### src/rtl/nx_dot_accum_int8_if.sv
// Handshake bundle between the chunk source / dot-product unit and the
// vector accumulator. The master side presents chunk tags and the upstream
// dot-product result; the slave side (the accumulator) returns the vector
// result and status.
interface nx_dot_accum_int8_if #(
   parameter int DIN_W = 20,
   parameter int OUT_W = 32
);
   logic                    in_valid;
   logic                    in_first;
   logic                    in_last;
   logic signed [DIN_W-1:0] dot_dout;
   logic                    out_valid;
   logic signed [OUT_W-1:0] out_data;
   logic                    out_sat;
   logic                    err;
   logic                    busy;

   modport master (
      output in_valid, in_first, in_last, dot_dout,
      input  out_valid, out_data, out_sat, err, busy
   );

   modport slave (
      input  in_valid, in_first, in_last, dot_dout,
      output out_valid, out_data, out_sat, err, busy
   );
endinterface

### src/rtl/nx_dot_accum_int8.sv
// Vector accumulator placed behind the int8 dot-product unit. Chunk tags are
// delayed to line up with the upstream result, chunk results are summed per
// vector with wrap-around at ACC_W, and one saturated OUT_W result is emitted
// per vector together with a sticky protocol-error flag.
module nx_dot_accum_int8 #(
   parameter int NUM         = 16,
   parameter int DOT_LATENCY = 4 + $clog2((NUM - 1) / 6 + 1),
   parameter int DIN_W       = 16 + $clog2(NUM),
   parameter int ACC_W       = 32,
   parameter int OUT_W       = 32
) (
   input logic               clk,
   input logic               rst,
   nx_dot_accum_int8_if.slave bus
);
   typedef enum logic {IDLE, ACCUM} state_t;

   state_t                  state;
   logic [DOT_LATENCY-1:0]  vld_pipe;
   logic [DOT_LATENCY-1:0]  fst_pipe;
   logic [DOT_LATENCY-1:0]  lst_pipe;
   logic                    v;
   logic                    f;
   logic                    l;
   logic signed [ACC_W-1:0] acc;
   logic signed [ACC_W-1:0] d;
   logic signed [ACC_W-1:0] sum;
   logic signed [OUT_W-1:0] nar;
   logic                    nar_sat;
   logic                    out_valid_q;
   logic signed [OUT_W-1:0] out_data_q;
   logic                    out_sat_q;
   logic                    err_q;

   // Valid tags travel down the delay line; only these are cleared by reset
   always_ff @(posedge clk) begin
      if (rst) begin
         vld_pipe <= '0;
      end else begin
         vld_pipe[0] <= bus.in_valid;
         for (int i = 1; i < DOT_LATENCY; i++) begin
            vld_pipe[i] <= vld_pipe[i-1];
         end
      end
   end

   // First/last tags ride alongside; they are meaningless without a valid bit
   always_ff @(posedge clk) begin
      fst_pipe[0] <= bus.in_first;
      lst_pipe[0] <= bus.in_last;
      for (int i = 1; i < DOT_LATENCY; i++) begin
         fst_pipe[i] <= fst_pipe[i-1];
         lst_pipe[i] <= lst_pipe[i-1];
      end
   end

   assign v = vld_pipe[DOT_LATENCY-1];
   assign f = fst_pipe[DOT_LATENCY-1];
   assign l = lst_pipe[DOT_LATENCY-1];

   // A first chunk restarts the sum, which also discards a dangling partial sum
   assign d   = ACC_W'(bus.dot_dout);
   assign sum = f ? d : acc + d;

   generate
      if (OUT_W < ACC_W) begin : g_narrow
         localparam int HI_W = ACC_W - OUT_W + 1;
         logic [HI_W-1:0] top;

         assign top = sum[ACC_W-1:OUT_W-1];

         // Clip to the OUT_W range whenever the dropped high bits are not pure sign
         always_comb begin
            nar     = sum[OUT_W-1:0];
            nar_sat = 1'b0;
            if (!((top == '0) || (top == '1))) begin
               nar_sat = 1'b1;
               if (sum[ACC_W-1]) begin
                  nar = {1'b1, {(OUT_W-1){1'b0}}};
               end else begin
                  nar = {1'b0, {(OUT_W-1){1'b1}}};
               end
            end
         end
      end else begin : g_full
         assign nar     = sum;
         assign nar_sat = 1'b0;
      end
   endgenerate

   // Vector state machine: accumulate aligned chunks and register the result on last
   always_ff @(posedge clk) begin
      if (rst) begin
         state       <= IDLE;
         acc         <= '0;
         out_valid_q <= 1'b0;
         out_data_q  <= '0;
         out_sat_q   <= 1'b0;
         err_q       <= 1'b0;
      end else begin
         out_valid_q <= 1'b0;
         if (v) begin
            if ((f && state == ACCUM) || (!f && state == IDLE)) begin
               err_q <= 1'b1;
            end
            if (l) begin
               out_valid_q <= 1'b1;
               out_data_q  <= nar;
               out_sat_q   <= nar_sat;
               acc         <= '0;
               state       <= IDLE;
            end else begin
               acc   <= sum;
               state <= ACCUM;
            end
         end
      end
   end

   assign bus.out_valid = out_valid_q;
   assign bus.out_data  = out_data_q;
   assign bus.out_sat   = out_sat_q;
   assign bus.err       = err_q;
   assign bus.busy      = (|vld_pipe) | (state == ACCUM);
endmodule

### src/flat_wrapper.sv
// flat-port wrapper written by rule: the top's interface ports become plain ports
module nx_dot_accum_int8_flat 
#(
   parameter int NUM         = 16,
   parameter int DOT_LATENCY = 4 + $clog2((NUM - 1) / 6 + 1),
   parameter int DIN_W       = 16 + $clog2(NUM),
   parameter int ACC_W       = 32,
   parameter int OUT_W       = 32
)
  (clk, rst, bus_in_valid, bus_in_first, bus_in_last, bus_dot_dout, bus_out_valid, bus_out_data, bus_out_sat, bus_err, bus_busy);
  nx_dot_accum_int8_if #(.DIN_W(DIN_W), .OUT_W(OUT_W)) bus_i ();
  input logic clk;
  input logic rst;
  input wire logic [$bits(bus_i.in_valid)-1:0] bus_in_valid;
  input wire logic [$bits(bus_i.in_first)-1:0] bus_in_first;
  input wire logic [$bits(bus_i.in_last)-1:0] bus_in_last;
  input wire logic [$bits(bus_i.dot_dout)-1:0] bus_dot_dout;
  output wire logic [$bits(bus_i.out_valid)-1:0] bus_out_valid;
  output wire logic [$bits(bus_i.out_data)-1:0] bus_out_data;
  output wire logic [$bits(bus_i.out_sat)-1:0] bus_out_sat;
  output wire logic [$bits(bus_i.err)-1:0] bus_err;
  output wire logic [$bits(bus_i.busy)-1:0] bus_busy;
  assign bus_i.in_valid = bus_in_valid;
  assign bus_i.in_first = bus_in_first;
  assign bus_i.in_last = bus_in_last;
  assign bus_i.dot_dout = bus_dot_dout;
  assign bus_out_valid = bus_i.out_valid;
  assign bus_out_data = bus_i.out_data;
  assign bus_out_sat = bus_i.out_sat;
  assign bus_err = bus_i.err;
  assign bus_busy = bus_i.busy;
  nx_dot_accum_int8 #(.NUM(NUM), .DOT_LATENCY(DOT_LATENCY), .DIN_W(DIN_W), .ACC_W(ACC_W), .OUT_W(OUT_W)) u_core (.clk(clk), .rst(rst), .bus(bus_i));
endmodule
### config.mk
export PLATFORM = sky130hd
export DESIGN_NAME = nx_dot_accum_int8_flat
export DESIGN_NICKNAME = d
export VERILOG_FILES = /design/src/rtl/nx_dot_accum_int8_if.sv /design/src/rtl/nx_dot_accum_int8.sv /design/src/flat_wrapper.sv
export SDC_FILE = /design/constraint.sdc
export NUM_CORES = 1
export LEC_CHECK = 0
export CORE_ASPECT_RATIO = 0.5
export CORE_MARGIN = 2
export CORE_UTILIZATION = 40
export DETAILED_ROUTE_END_ITERATION = 12
export SLEW_MARGIN = 20
export SYNTH_ARGS = -nofsm -noshare
export SYNTH_HDL_FRONTEND = slang
export SYNTH_SLANG_ARGS = --single-unit
### constraint.sdc
create_clock -name clk -period 3.5 [get_ports clk]
set_input_delay 0.525 -clock clk [delete_from_list [all_inputs] [get_ports clk]]
set_output_delay 0.525 -clock clk [all_outputs]
set_load 0.01 [all_outputs]
# Word-level counts from Yosys, hierarchy flattened
# Index checks and enable logic that the tools add are counted.
[op_classes] add_sub_neg=1 mux=4 bitwise=3 reduce_logical=8
[ops] op="$mux W32" count=2
[ops] op="$add A32 B20 Y32" count=1
[ops] op="$reduce_or A6 Y1" count=1
[ops] op="$reduce_and A2 Y1" count=2
[ops] op="$logic_and A1 B1 Y1" count=2
[ops] op="$mux W1" count=2
[ops] op="$not A1 Y1" count=2
[ops] op="$reduce_or A2 Y1" count=1
[ops] op="$logic_not A1 Y1" count=1
[ops] op="$logic_or A1 B1 Y1" count=1
[ops] op="$or A1 B1 Y1" count=1
[totals] reg_bits=85 inputBits=25 out_inout_bits=36 elab_cells=24

# Depth between registers and ports, before layout
# Gate-level depths: netlist of the first run.
[depth] depth_word=4 mapped_depth=10 ltp_nobuf=10

# Worst setup path before layout of the first run
# Ideal clock, no wire load.
[synth_timing] path_kind="in2reg" startpoint="input port bus_dot_dout[0]" endpoint="register u_core.acc[28]" setup_ns=0.117 arrival_ns=2.877 required_time_ns=3.383 setup_slack_ns=0.507 path_stages=10 n_path_buf=0 cell_sequence="ha_1 > fa_1 > a21o_2 > a31oi_1 > or4_4 > a211oi_2 > nor3_1 > nor4_1 > or4_1 > a22o_1"
[synth_between] elab_chain_cells=3
[synth_rtl] element="start, declared" line="flat_wrapper.sv:17" source="input wire logic [$bits(bus_i.dot_dout)-1:0] bus_dot_dout;"
[synth_rtl] element="$add A32 B20 Y32" line="nx_dot_accum_int8.sv:63" source="assign sum = f ? d : acc + d;"
[synth_rtl] element="$mux W32" line="nx_dot_accum_int8.sv:63"
[synth_rtl] element="$mux W32" line="nx_dot_accum_int8.sv:106" source="if (l) begin"
[synth_rtl] element="end signal, assigned" line="nx_dot_accum_int8.sv:113" source="acc <= sum;"
[synth_rtl] element="end, declared" line="nx_dot_accum_int8.sv:25" source="logic signed [ACC_W-1:0] acc;"
# Every way passes these cells.
# A chain may end at the register's enable or synchronous reset.

# Worst setup path after layout of the first run
# Same ends and word-level chain as after synthesis.

==> results of run 1 <==
## placed cells by master (no fill, tap or decap), types with 3 or more instances in the layout
cell              n
dfxtp_1          85
nor2_1           70
clkdlybuf4s50_1  58
a21oi_1          48
nand2_1          47
o21ai_0          43
buf_4            37
ha_1             31
a211oi_1         23
xnor2_1          17
a21o_1           13
nor3_1           11
nor2b_1          11
inv_1            10
o21a_1            9
clkbuf_16         9
nand3_1           8
xor2_1            8
a31oi_1           7
nor3b_1           7
a2bb2oi_1         7
mux2i_1           6
a22o_1            6
and3_1            5
o21bai_1          5
nand4_1           4
and2_1            4
o211ai_1          4
or3_1             4
clkinv_8          4
nor4_1            3
o211a_1           3
a22oi_1           3
## area by class of cell
type / count / area, um^2
Sequential cell: 85 / 1702
Inverter: 11 / 41.29
Multi-Input combinational cell: 444 / 2850
Clock inverter: 7 / 93.84
Timing Repair Buffer: 97 / 883.3
Tap cell: 165 / 206.4
Fill cell: 1148 / 5664
Clock buffer: 9 / 225.2
## cell families after synthesis
kind of cell	after synthesis	synth area share, %
AOI/OAI and AO/OA	195	27.29
and+or+nand+nor	185	18.28
DFF	85	35.97
buffers and inverters	47	3.862
adders and majority gates	32	8.622
xor gates and xnor gates	25	4.628
muxes	6	1.270
other	1	0.07927
## critical path: cells and delay by family
kind                     cells  cell delay, ps
adder cells (fa/ha/maj)      2             640
AND/OR/NAND/NOR              4            1210
AO/OA/AOI/OAI                4             740
buffers and inverters        1             430
## per-layer routing
layer | routed length (um) | vias to the layer above | track usage, %
met5 | 0 | - | 0
met4 | 99 | 0 | 4.091
met3 | 533 | 7 | 4.429
met2 | 5276 | 100 | 30.52
met1 | 6852 | 2071 | 30.75
li1 | - | 2235 | -
## sequential cells by signal, indices dropped and copies added (netlist names)
register / count
u_core.acc: 32
u_core.bus.out_data: 32
u_core.fst_pipe: 6
u_core.lst_pipe: 6
u_core.vld_pipe: 6
u_core.bus.err: 1
u_core.bus.out_valid: 1
u_core.state: 1
## stage by stage
step | cells | hold slack, ps
floorplan | 576 | 309.6
global placement | 802 | 311.3
detailed placement | 802 | 312.1
CTS | 818 | 330.3
global route | 818 | 334.2
finish | 818 | 329.3
## path summary, 6_finish.rpt
path	slack [ps]	endpoint
setup / recovery	210	u_core.acc[28]
setup reg to reg	530	u_core.acc[28]
hold reg to reg	330	u_core.fst_pipe[4]
hold / removal	330	u_core.fst_pipe[4]
## power groups by stage
| stage | combinational, mW | clock [mW] | sequential, mW |
|---|---|---|---|
| global placement | 0.219 | 0 | 1.00 |
| detailed placement | 0.220 | 0 | 1.01 |
| global route | 0.244 | 1.06 | 0.983 |
| finish | 0.223 | 0.988 | 0.982 |
| floorplan | 0.130 | 0 | 1.00 |
| CTS | 0.222 | 1.02 | 0.982 |
==> results.yml, run 1 <==
setup_path:
  path_max_fanout: 3
  crit-reg2reg-launch: "u_core.acc[0]"
  critPathArrivalTime_ps: 3540
  crit_path_start: "bus_dot_dout[0]"
  reg2regPathDepth: 10
  max_stage_delay_ps: 500
  end_kind: "flop"
  crit_type: "input pin to flop"
  path_cells: "clkdlybuf4s50_1, ha_1, fa_1, a21o_2, a31oi_1, or4_4, a211oi_2, nor3_1, nor4_1, or4_1, a22o_1"
  required_ps: 3740
  slowest_stage: "or4_1"
  start_kind: "input pin"
worst_hold_path:
  hold_path_class: "flop to flop"
  min_delay_path_depth: 0
  holdCritStartpoint: "u_core.fst_pipe[3]"
route:
  viasPerCell: 5.395
  drt_iter0_drc: 221
  first_pass_iters: 5
  drc_errors: 0
  antenna_left: 0
  routed_wirelength_um: 12760
  routedWlPerCell_um: 15.60
  vias: 4413
run:
  cap_violations: 0
sta:
  fin_worst_skew_ps: 7.035
  drv_slew: 0
  fin_ws_ps: 205.6
  period_share_pct: 94.13
  setup_violations: 0
  period_needed_ps: 3294
  tightest_slew_ps: 1052
  maxSlewHeadroom_pct: 29.81
  fmax_ghz: 0.3035
  tns_ps: 0
  hold_viol: 0
  rsz0062_at_grt: "no"
power:
  ir_drop_uv: 270.0
  p_seq_share_pct: 44.8
  clockPowerShare_pct: 45.1
  finalPower_mw: 2.193
  p_sw_uw: 603.1
  intPower_mw: 1.590
  combPwrFrac_pct: 10.2
  swShare_pct: 27.49
  p_leak_nw: 2.428
  power.density_mw_per_mm2: 365.4
placement:
  dp_hpwl_um: 9115
  pre_cts_ws_ps: -114.0
  io_buffers: 59
  placed_cell_area_mm2: 0.005683
  gp_congestion: 0.8575
cts:
  root_buffer: "clkbuf_16"
  cts_setup_buffers: 0
  hold_buffers: 0
  cts_buffer_depth: 2
  cts_made_buffers: 9
  cts.sinks: 85
  cts.clk_slew.worst_paths_ps: 70
  tritoncts: "done"
  htree_levels: 3
  postCtsResizedCells: 0
  clk_latency_ps: 350
grt:
  antenna_found_initial: 0
  grt_use_total_pct: 20.65
  gr-total-overflow: 0
  grt_pass1_vias: 3967
  grt_max_degree: 43
  grt_pass1_wl_um: 20490
finish:
  utilization_pct: 51.45
  drive_gt1_share_pct: 9.801
  num_antenna_cells: 0
  stdcell_area_mm2: 0.006002
  areaGrowthSynthToFinish_pct: 26.87
  finalNetCount: 705
floorplan:
  coreArea_mm2: 0.01167
  die_x_um: 157.8
  ios: 61
  die_h_um: 80.90
  rows: 28
  initial_core_util_pct: 40.55
  die_area_mm2: 0.01277
synth:
  synth_enable_flop_cells: 0
  ys.flop_type: "dfxtp_1"
  syn_area_per_cell_um2: 8.213
  async_flop_share_pct: 0
  syn-num-nets: 633
  synth_area_leaders: "dfxtp_1 (36%), ha_1 (8.2%), nor2_1 (5.6%), a21oi_1 (5.1%), o21ai_0 (4.5%)"
  ys_seq_area_share_pct: 35.97
  synth_top_area_share_pct: 35.97
  synth-seq-cells: 85
  synth_commonest_cells: "dfxtp_1 (85), nor2_1 (71), a21oi_1 (48)"
  yosysWarningCount: 0
  synth_top_cell_by_area: "dfxtp_1"
  synthCells: 576
  yosys.cell_types.count: 58
  synth_most_common_cell: "dfxtp_1"
  syn_area_mm2: 0.004731
run_status:
  outcome: "completed"
Power figures use the tool's default switching activity.
==> run 2, diff against run 1 <==
==> constraint.sdc (replaced) <==
create_clock -name clk -period 3.5 [get_ports clk]
set_input_delay 0.525 -clock clk [delete_from_list [all_inputs] [get_ports clk]]
set_output_delay 0.525 -clock clk [all_outputs]
set_load 0.1 [all_outputs]
==> results.yml, run 2 (synthesis results as in run 1) <==
finish:
  multi_input_area_mm2: 0.002850
  seqCellArea_mm2: 0.001702
  nFillCells: 1156
  drive_gt1_share_pct: 9.816
  final_cell_mix: "dfxtp_1 (85), nor2_1 (70), clkdlybuf4s50_1 (57)"
  final_common_cell: "dfxtp_1"
  areaGrowthSynthToFinish_pct: 26.55
  finalNetCount: 704
  num_antenna_cells: 0
cts:
  cts_buffer_depth: 2
  cts_made_buffers: 9
  tritoncts: "done"
  cts_setup_buffers: 0
  hold_buffers: 0
  postCtsResizedCells: 0
  cts.clk_slew.worst_paths_ps: 80
  htree_levels: 3
  root_buffer: "clkbuf_16"
  clk_latency_ps: 360
  cts.sinks: 85
sta:
  fin_ws_ps: 233.4
  hold_viol: 0
  fmax_ghz: 0.3061
  rsz0062_at_grt: "no"
  fin_hold_ws_ps: 321.3
  tightest_slew_ps: 1045
  drv_slew: 0
  period_needed_ps: 3267
  setup_violations: 0
  period_share_pct: 93.33
  maxSlewHeadroom_pct: 30.23
  fin_worst_skew_ps: 12.16
route:
  viasPerCell: 5.343
  routedWlPerCell_um: 15.37
  highest_layer: "met4"
  drc_errors: 0
  antenna_left: 0
  vias: 4365
  m1WireLength_um: 6794
  drt_iter0_drc: 268
  first_pass_iters: 4
  routed_wirelength_um: 12560
  route.met3.wl_um: 485
  wl_met2_um: 5163
setup_path:
  crit-reg2reg-launch: "u_core.acc[0]"
  max_stage_delay_ps: 510
  path_buf_inv: 1
  critPathArrivalTime_ps: 3520
  path_cells: "clkdlybuf4s50_1, ha_1, fa_1, a21o_2, a31oi_1, or4_4, a211oi_2, nor3_1, nor4_1, or4_1, a22o_1"
  path_max_fanout: 3
  start_kind: "input pin"
  crit_path_start: "bus_dot_dout[0]"
  slowest_stage: "or4_1"
  end_kind: "flop"
  required_ps: 3750
  crit_family: "simple AND/OR/NAND/NOR gates"
  crit_type: "input pin to flop"
grt:
  grt_use_total_pct: 20.42
  grt_max_degree: 43
  antenna_found_initial: 0
  grt_pass1_wl_um: 20110
  gr-total-overflow: 0
  grt_pass1_vias: 3962
floorplan:
  rows: 28
  die_h_um: 80.90
  die_x_um: 157.8
  die_area_mm2: 0.01277
  initial_core_util_pct: 40.55
  ios: 61
  coreArea_mm2: 0.01167
placement:
  dp_hpwl_um: 9085
  io_buffers: 59
  gp_congestion: 0.8548
  pre_cts_ws_ps: -115.1
worst_hold_path:
  holdCritStartpoint: "u_core.lst_pipe[3]"
  hold_path_class: "flop to flop"
run:
  cap_violations: 0
power:
  power.density_mw_per_mm2: 369.6
  p_leak_nw: 2.423
  ir_drop_uv: 239.1
run_status:
  outcome: "completed"
## run 2: path summary, 6_finish.rpt
check,slack [ps],depth (start not counted),endpoint
setup reg to reg,550,10,u_core.acc[28]
hold / removal,320,0,u_core.lst_pipe[4]
hold reg to reg,320,0,u_core.lst_pipe[4]
setup / recovery,230,11,u_core.acc[28]
## run 2: power by group
group	internal, mW	leakage, nW	switching, mW
clock	0.513	0.152	0.475
combinational	0.0966	1.58	0.145
sequential	0.978	0.690	0.00421
## run 2: cell type report
class	instances	share of cell area [%]
inverters	11	0.6897
well taps	165	3.448
flip-flops and latches	85	28.42
multi-input cells	444	47.61
repair buffers	96	14.59
clock buffers	9	3.762
clock inverters	7	1.484
## run 2: metrics by stage
stage	instances	util (%)	instance area (um^2)	setup TNS, ps	power, mW
2_1_floorplan	576	-	4731	0	1.158
3_3_place_gp	801	48.63	5673	-128.5	1.246
3_5_place_dp	801	48.63	5673	-205.9	1.246
4_1_cts	817	51.32	5987	0	2.238
5_1_grt	817	51.32	5987	0	2.304
6_report	817	51.32	5987	0	2.213
## run 2: per-layer routing
layer  vias to the layer above  GRT usage [%]
met5                         -              0
met4                         0          5.273
met3                         9          4.322
met1                      2045          29.24
met2                        71          31.22
li1                       2240              -
